--- src/rtl/modulo_counter_ctrl_if.sv ---
// rtl/modulo_counter_ctrl_if.sv - command handshake bundle for the modulo counter controller
interface modulo_counter_ctrl_if #(
  parameter int N = 8
);
  logic         cmd_valid;
  logic [1:0]   cmd_op;
  logic [N-1:0] cmd_data;
  logic         cmd_ready;

  modport master (output cmd_valid, cmd_op, cmd_data, input cmd_ready);
  modport slave  (input cmd_valid, cmd_op, cmd_data, output cmd_ready);
endinterface

--- src/rtl/modulo_counter_ctrl.sv ---
// rtl/modulo_counter_ctrl.sv - command-driven modulo-k up-counter with repeat-count completion
module modulo_counter_ctrl #(
  parameter int N = 8,
  parameter int K = 10
) (
  input  logic                 clock,
  input  logic                 reset,
  modulo_counter_ctrl_if.slave cmd,
  input  logic                 tick,
  output logic [N-1:0]         count,
  output logic [N-1:0]         modulus,
  output logic                 wrap,
  output logic                 done,
  output logic                 busy,
  output logic                 cmd_err
);

  typedef enum logic [1:0] {IDLE, RUN, HOLD, DONE} state_t;

  localparam logic [1:0] OP_START = 2'b00;
  localparam logic [1:0] OP_STOP  = 2'b01;
  localparam logic [1:0] OP_CLEAR = 2'b10;
  localparam logic [1:0] OP_LOAD  = 2'b11;

  state_t       state, state_nxt;
  logic [N-1:0] wraps_left, wraps_left_nxt;
  logic [N-1:0] count_nxt, modulus_nxt, last_val;
  logic         wrap_nxt, done_nxt, cmd_err_nxt;
  logic         accept, advance, at_top;

  assign cmd.cmd_ready = (state != DONE);
  assign busy          = (state == RUN) || (state == HOLD);
  assign accept        = cmd.cmd_valid && (state != DONE);
  // modulus 0 wraps last_val to all-ones, giving the full 2^N range
  assign last_val      = modulus - N'(1);
  assign at_top        = (count == last_val);

  always_comb begin
    state_nxt      = state;
    count_nxt      = count;
    modulus_nxt    = modulus;
    wraps_left_nxt = wraps_left;
    wrap_nxt       = 1'b0;
    done_nxt       = 1'b0;
    cmd_err_nxt    = 1'b0;
    advance        = 1'b0;

    case (state)
      IDLE: begin
        if (accept) begin
          case (cmd.cmd_op)
            OP_START: begin
              wraps_left_nxt = cmd.cmd_data;
              state_nxt      = RUN;
            end
            OP_LOAD: begin
              modulus_nxt = cmd.cmd_data;
              count_nxt   = '0;
            end
            OP_CLEAR: count_nxt = '0;
            OP_STOP:  ;
          endcase
        end
      end

      RUN: begin
        advance = tick;
        if (accept) begin
          case (cmd.cmd_op)
            OP_STOP: begin
              state_nxt = HOLD;
              advance   = 1'b0;
            end
            OP_CLEAR: begin
              count_nxt = '0;
              advance   = 1'b0;
            end
            OP_LOAD:  cmd_err_nxt = 1'b1;
            OP_START: ;
          endcase
        end
        if (advance) begin
          count_nxt = at_top ? '0 : count + N'(1);
          if (at_top) begin
            wrap_nxt = 1'b1;
            // wraps_left of 0 means free-running: never decrement, never finish
            if (wraps_left == N'(1)) begin
              state_nxt      = DONE;
              done_nxt       = 1'b1;
              wraps_left_nxt = '0;
            end else if (wraps_left > N'(1)) begin
              wraps_left_nxt = wraps_left - N'(1);
            end
          end
        end
      end

      HOLD: begin
        if (accept) begin
          case (cmd.cmd_op)
            OP_START: state_nxt = RUN;
            OP_CLEAR: begin
              count_nxt      = '0;
              wraps_left_nxt = '0;
              state_nxt      = IDLE;
            end
            OP_LOAD:  cmd_err_nxt = 1'b1;
            OP_STOP:  ;
          endcase
        end
      end

      DONE: begin
        count_nxt = '0;
        state_nxt = IDLE;
      end
    endcase
  end

  always_ff @(posedge clock) begin
    if (reset) begin
      state      <= IDLE;
      count      <= '0;
      modulus    <= N'(K);
      wraps_left <= '0;
      wrap       <= 1'b0;
      done       <= 1'b0;
      cmd_err    <= 1'b0;
    end else begin
      state      <= state_nxt;
      count      <= count_nxt;
      modulus    <= modulus_nxt;
      wraps_left <= wraps_left_nxt;
      wrap       <= wrap_nxt;
      done       <= done_nxt;
      cmd_err    <= cmd_err_nxt;
    end
  end

endmodule

--- src/flat_wrapper.sv ---
// flat-port wrapper written by rule: the top's interface ports become plain ports
module modulo_counter_ctrl_flat 
#(
  parameter int N = 8,
  parameter int K = 10
)
  (clock, reset, tick, count, modulus, wrap, done, busy, cmd_err, cmd_cmd_valid, cmd_cmd_op, cmd_cmd_data, cmd_cmd_ready);
  modulo_counter_ctrl_if #(.N(N)) cmd_i ();
  input  logic clock;
  input  logic reset;
  input  logic tick;
  output logic [N-1:0] count;
  output logic [N-1:0] modulus;
  output logic wrap;
  output logic done;
  output logic busy;
  output logic cmd_err;
  input wire logic [$bits(cmd_i.cmd_valid)-1:0] cmd_cmd_valid;
  input wire logic [$bits(cmd_i.cmd_op)-1:0] cmd_cmd_op;
  input wire logic [$bits(cmd_i.cmd_data)-1:0] cmd_cmd_data;
  output wire logic [$bits(cmd_i.cmd_ready)-1:0] cmd_cmd_ready;
  assign cmd_i.cmd_valid = cmd_cmd_valid;
  assign cmd_i.cmd_op = cmd_cmd_op;
  assign cmd_i.cmd_data = cmd_cmd_data;
  assign cmd_cmd_ready = cmd_i.cmd_ready;
  modulo_counter_ctrl #(.N(N), .K(K)) u_core (.clock(clock), .reset(reset), .cmd(cmd_i), .tick(tick), .count(count), .modulus(modulus), .wrap(wrap), .done(done), .busy(busy), .cmd_err(cmd_err));
endmodule
--- config.mk ---
export PLATFORM = sky130hd
export DESIGN_NAME = modulo_counter_ctrl_flat
export DESIGN_NICKNAME = d
export VERILOG_FILES = /design/src/rtl/modulo_counter_ctrl_if.sv /design/src/rtl/modulo_counter_ctrl.sv /design/src/flat_wrapper.sv
export SDC_FILE = /design/constraint.sdc
export NUM_CORES = 1
export LEC_CHECK = 0
export ABC_AREA = 1
export CAP_MARGIN = 10
export CELL_PAD_IN_SITES_DETAIL_PLACEMENT = 0
export CELL_PAD_IN_SITES_GLOBAL_PLACEMENT = 2
export CORE_ASPECT_RATIO = 0.8
export CORE_MARGIN = 8
export CORE_UTILIZATION = 29
export DETAILED_ROUTE_END_ITERATION = 6
export GPL_TIMING_DRIVEN = 0
export HOLD_SLACK_MARGIN = 0.06
export PLACE_DENSITY = 0.8
export SYNTH_ARGS = -nofsm -noshare
export SYNTH_HDL_FRONTEND = slang
export SYNTH_SLANG_ARGS = --single-unit
export TNS_END_PERCENT = 20
--- constraint.sdc ---
create_clock -name clock -period 2.8 [get_ports clock]
set_clock_uncertainty 0.2 [all_clocks]
set_input_delay 0.56 -clock clock [delete_from_list [all_inputs] [get_ports clock]]
set_output_delay 0.56 -clock clock [all_outputs]
set_load 0.05 [all_outputs]
# Yosys cells after proc, flatten, opt, wreduce, memory -nomap -nowiden
# Index checks and enable logic that the tools add are counted.
[word_totals] reg_bits=29 out_inout_bits=21 wordCells=81 inputBits=14
[op_classes] reduce_logical=15 addsub=3 n_bitwise=5 eq_ne=18 order_cmp=1 mux=32
[op_table] op="$mux W8" n=14
[op_table] op="$pmux W8 S4" n=1
[op_table] op="$pmux W8 S3" n=1
[op_table] op="$mux W2" n=8
[op_table] op="$sub A8 B1 Y8 const B" n=2
[op_table] op="$add A8 B1 Y8 const B" n=1
[op_table] op="$eq A2 B2 Y1 const B" n=4
[op_table] op="$eq A8 B1 Y1 const B" n=1
[op_table] op="$eq A8 B8 Y1" n=1
[op_table] op="$gt A8 B1 Y1 const B" n=1
[op_table] op="$ne A2 B1 Y1 const B" n=4
[op_table] op="$ne A2 B2 Y1 const B" n=4
[op_table] op="$pmux W2 S4" n=1
[op_table] op="$reduce_and A8 Y1" n=1
[op_table] op="$mux W1" n=6
[op_table] op="$ne A3 B3 Y1 const B" n=2
[op_table] op="$reduce_or A2 Y1" n=3
[op_table] op="$reduce_or A3 Y1" n=2
[op_table] op="$not A1 Y1" n=5
[op_table] op="$eq A2 B1 Y1 const B" n=2
[op_table] op="$logic_not A2 Y1" n=2
[op_table] op="$pmux W2 S2" n=1
[op_table] op="$reduce_and A4 Y1" n=1
[op_table] op="$reduce_or A4 Y1" n=1
[op_table] op="5 further kinds" n=5

# Logic depth before layout (Yosys ltp)
[depth] depth_word=7 depth_mapped=16 depth_no_buf=16

# Least setup slack after synthesis
# No wires, ideal clock.
[synth_path] path_type="flip-flop to flip-flop" start="reg u_core.modulus[0]" end="reg u_core.wraps_left[5]" setup_slack_ps=358 synth_period_minus_slack_ps=2442 required_ps=2485 path_stages_with_launch=16 arrival_time_ps=2127 path_buffers=1 setup_time_ps=115 path_cell_list="dfxtp_1 > inv_2 > ha_1 > inv_1 > nand2_1 > nand3_1 > nand2_1 > nor2_2 > nand3_2 > nor2_4 > nand2_4 > nand2_4 > buf_12 > nand3_1 > nand2_1 > nor2_1"
[synth_between] elab_chain_cells=4
[synth_lines] element="start, declared" line_no="modulo_counter_ctrl.sv:11" rtl="output logic [N-1:0] modulus,"
[synth_lines] element="start signal, assigned" line_no="modulo_counter_ctrl.sv:124" rtl="modulus <= N'(K);"
[synth_lines] element="start signal, assigned" line_no="modulo_counter_ctrl.sv:132" rtl="modulus <= modulus_nxt;"
[synth_lines] element="$sub A8 B1 Y8" line_no="modulo_counter_ctrl.sv:35" rtl="assign last_val = modulus - N'(1);"
[synth_lines] element="$eq A8 B8 Y1" line_no="modulo_counter_ctrl.sv:36" rtl="assign at_top = (count == last_val);"
[synth_lines] element="$ne A2 B1 Y1 (no source line)"
[synth_lines] element="$reduce_and A8 Y1 (no source line)"
[synth_lines] element="end signal, assigned" line_no="modulo_counter_ctrl.sv:133" rtl="wraps_left <= wraps_left_nxt;"
[synth_lines] element="end, declared" line_no="modulo_counter_ctrl.sv:26" rtl="logic [N-1:0] wraps_left, wraps_left_nxt;"
# No other way between the ends.
# A chain may end at the register's enable or synchronous reset.

# Final worst setup path
[layout_path] start="in cmd_cmd_op[0]" end="reg u_core.wraps_left[3]"
[layout_between] elab_chain_cells=7 word_cells_on_any_way=11 cone_classes="5 x eq/ne; 3 x mux; 3 x reduce/logical"
[layout_lines] element="start, declared" line_no="flat_wrapper.sv:19" rtl="input wire logic [$bits(cmd_i.cmd_op)-1:0] cmd_cmd_op;"
[layout_lines] element="$eq A2 B1 Y1 or $eq A2 B2 Y1 (tied branches)" line_no="modulo_counter_ctrl.sv:69, modulo_counter_ctrl.sv:100"
[layout_lines] element="$reduce_or A2 Y1 (no source line)"
[layout_lines] element="$mux W1" line_no="modulo_counter_ctrl.sv:69" rtl="case (cmd.cmd_op)"
[layout_lines] element="$mux W1" line_no="modulo_counter_ctrl.sv:68" rtl="if (accept) begin"
[layout_lines] element="$mux W1" line_no="modulo_counter_ctrl.sv:48" rtl="case (state)"
[layout_lines] element="$ne A2 B2 Y1 (no source line)"
[layout_lines] element="$reduce_and A8 Y1 (no source line) *"
# Mark *: on every way between the ends. The rest lies on a longest branch, timed or not. The select of a mux whose other input is x is not followed.

==> metrics.md <==
| Metric | Value |
|---|---|
| CTS tree | `built` |
| Mean post-synth cell area | `6.41 sq um` |
| Final #Nets | `400` |
| Post-CTS sizing | `0` |
| Endpoint type of the worst setup path | `flop` |
| Total Routing Usage GR | `0.121` |
| Mapped Cells | `roughly 330` |
| Seq pwr share | `0.383` |
| Synth cell types | `32` |
| DR vias | `roughly 2,100` |
| Switching portion of total power | `0.371` |
| Post-synth top area share | `0.272` |
| Startpoint types | `input port` |
| Worst EP arrival | `~2.5 ns` |
| Reg2Reg Launch Point | `u_core.modulus[0]$_SDFFE_PP0P_` |
| Setup TNS | `0 ns` |
| TritonRoute pass-1 iters | `5` |
| Area of the die | `between 10,000 and 15,000 sq um` |
| Final min period | `~2.5 ns` |
| Clk buf depth | `2` |
| Share of power burned in combinational logic | `0.343` |
| Async set or reset register ratio after synthesis | `0` |
| Layout area overhead | `25.1%` |
| RSZ-0062 raised after global routing | `false` |
| Root Driver | `clkbuf_8` |
| I/O Buffers | `34` |
| Starting Density | `0.294` |
| Max-slew violations | `0` |
| Die Span X | `112 um` |
| Syn Std Cell Area | `roughly 2100 sq um` |
| HP Start | `u_core.wraps_left[1]$_SDFFE_PP0P_` |
| GPL Wtd Cong | `0.761` |
| Clock network fraction of design power | `0.274` |
| Layout cells sized above 1 | `0.0880` |
| P_sw | `approximately 460 uW` |
| Number of flops mapped to enable cells by yosys | `0` |
| Fill cells | `about 800` |
| WHS Path Cells | `2` |
| Yosys top cell by area | `dfxtp_1` |
| Clock sink count | `29` |
| Via/cell ratio | `around 4.6` |
| Die height | `roughly 93 um` |
| Worst Hold Endpoint | `u_core.wraps_left[1]$_SDFFE_PP0P_` |
| Yosys warning count | `0` |
| WL final | `6050 um` |
| Reg2reg path depth | `16` |
| Max-cap check violation count | `0` |
| DRC Markers | `0` |
| Hold crit path type | `flop to flop` |
| Worst slew pin tran | `approximately 0.56 ns` |
| Final HPWL DP | `4780 um` |
| Leakage Power | `0.00114 uW` |
| Max-slew headroom | `0.625` |
| Critical R2R Capture | `u_core.wraps_left[6]$_SDFFE_PP0P_` |
| Initial antenna violation count | `0` |
| Crit path max fanout | `10` |
| R2R Setup Slk | `~0.40 ns` |
| Skew-Pair Late Insertion Delay | `about 0.28 ns` |
| Vias in the first global route | `slightly above 2,000` |
| Endpoints failing setup | `0` |
| GRT overflow | `0` |
| Inserted Clock Buffers | `5` |
| PwrDens | `roughly 470 nW/um^2` |
| Final Hold Fails | `0` |
| H-tree depth | `2` |
| Final period util | `0.898` |
| Util after Layout | `0.368` |
| Postcts setup bufs | `0` |
| Fmax achieved | `just under 400 MHz` |
| Post-synth top flop | `dfxtp_1` |
| Max IR drop VDD | `roughly 0.21 mV` |
| Syn_nets | `approximately 360` |
| Routed WL per cell | `about 13 um` |
| Sequential element share of the synthesized area | `0.272` |
| Kind of critical path | `input port to flop` |
| Largest net degree at the start of global routing | `11` |
| ANT nets after route | `0` |
| Initial DRC Count | `between 90 and 100` |
| Synthesized flop and latch total | `29` |
| I/O pin cnt | `35` |
| Crit path required time | `about 2.8 ns` |
| First-pass GRT wire length | `about 10,000 um` |
| Internal power | `just under 800 uW` |
| Status | `finished, final reports clean` |
| Core Rows | `28` |
| Diode count | `0` |
| Post-CTS Hold Buffers | `0` |
| Worst-path clk slew | `about 0.070 ns` |
| Core area | `roughly 7300 sq um` |
| Main area contributors after synthesis | `dfxtp_1, nand2_1, inv_1, ha_1, a21oi_1` |
-- kinds of logic (layout without fill, tap and decap cells) --
group | count (synthesis) | count (layout) | share of synthesized area
xor gates and xnor gates | 7 | 7 | 0.0287
DFF | 29 | 29 | 0.272
and+or+nand+nor | 177 | 177 | 0.373
buffers and inverters | 51 | 93 | 0.105
adders and majority gates | 12 | 12 | 0.0703
AOI/OAI and AO/OA | 57 | 57 | 0.151
-- state kept, by name, summed over array words and instances (netlist names) --
register / count
u_core.wrap: 1
u_core.count: 8
u_core.done: 1
u_core.cmd_err: 1
u_core.wraps_left: 8
u_core.modulus: 8
u_core.state: 2
-- critical path: stages --
cell and delay (ns):
clkdlybuf4s50_1 0.51, inv_1 0.08, ha_1 0.29, nand2_1 0.07
nand2_1 0.04, inv_1 0.08, nor2_1 0.07, nor3_2 0.32
buf_4 0.28, nand3_1 0.10, nand2_1 0.07, nor2_1 0.04
-- cell type report --
class                           count  area [sq um]  area share
Sequential cell                    29           581       0.217
Inverter                           45           169      0.0633
Timing Repair Buffer               34           343       0.128
Buffer                              6          55.1      0.0206
Clock buffer                        8          80.1      0.0300
Multi-Input combinational cell    253          1330       0.498
Tap cell                           90           113      0.0422
-- stage by stage --
| stage | hold WS [ns] | cells | worst slack (ns) | power, uW | area [sq um] |
|---|---|---|---|---|---|
| 2_1_floorplan | 0.260 | 333 | 0.358 | 805 | 2130 |
| 3_3_place_gp | 0.272 | 457 | -0.0125 | 920 | 2590 |
| 3_5_place_dp | 0.287 | 457 | -0.0125 | 919 | 2590 |
| 4_1_cts | 0.299 | 465 | 0.0137 | 1270 | 2670 |
| 5_1_grt | 0.311 | 465 | 0.0708 | 1350 | 2670 |
| 6_report | 0.297 | 465 | 0.284 | 1250 | 2670 |
-- Yosys cell counts, types with 4 or more instances --
library cell / instances
ha_1: 12
inv_2: 4
a21oi_2: 4
nor2_1: 32
nand3_1: 22
dfxtp_1: 29
xnor2_1: 4
a21oi_1: 26
o21ai_0: 17
nand2_1: 97
inv_1: 41
a22oi_1: 4
-- power groups by stage --
stage | registers, uW | clock network, uW | logic, uW
4_1_cts | 479 | 357 | 433
2_1_floorplan | 504 | 0 | 301
5_1_grt | 483 | 381 | 484
3_3_place_gp | 488 | 0 | 432
6_report | 478 | 342 | 429
3_5_place_dp | 488 | 0 | 431
-- routing by layer --
metal	vias to the layer above	track usage	part of all wire
met3	2	0.0403	0.056
met1	945	0.164	0.51
met5	-	0	0
met4	0	0.0272	0.0051
li1	1153	-	-
met2	38	0.182	0.43
-- cell usage in the layout (no fill, tap or decap) --
cell type         n
clkbuf_1          4
buf_12            1
nand2_4           2
buf_4             2
nand3_1          22
nor2_2            3
nand3b_1          3
nand4_1           3
nor2_1           32
a211oi_1          1
nand2_2           3
a21oi_1          26
buf_6             1
dfxtp_1          29
nor3_2            3
a21oi_2           4
nand3_2           2
and2_1            1
o22ai_1           2
clkbuf_2          1
o21ai_0          17
dlymetal6s2s_1    1
ha_1             12
nor4_1            1
nor2_4            2
clkdlybuf4s50_1  33
clkbuf_8          5
inv_1            41
xnor2_1           4
inv_2             4
nand2_1          97
a22oi_1           4
nor3_1            3
o211ai_1          3
xor2_1            3
-- worst max-delay path by stage --
stage,startpoint,end,slack (ns),cells past startpoint
floorplan,u_core.modulus[0]$_SDFFE_PP0P_,u_core.wraps_left[5]$_SDFFE_PP0P_,0.36,15
global placement,cmd_cmd_op[0],u_core.wraps_left[4]$_SDFFE_PP0P_,-0.01,12
detailed placement,cmd_cmd_op[0],u_core.wraps_left[3]$_SDFFE_PP0P_,-0.01,12
CTS,u_core.state[1]$_SDFFE_PP0P_,busy,0.01,3
global route,cmd_cmd_op[0],u_core.count[7]$_SDFFE_PP0P_,0.07,13
finish,cmd_cmd_op[0],u_core.wraps_left[3]$_SDFFE_PP0P_,0.28,12
Note: power is estimated with default switching activity, not from simulation.
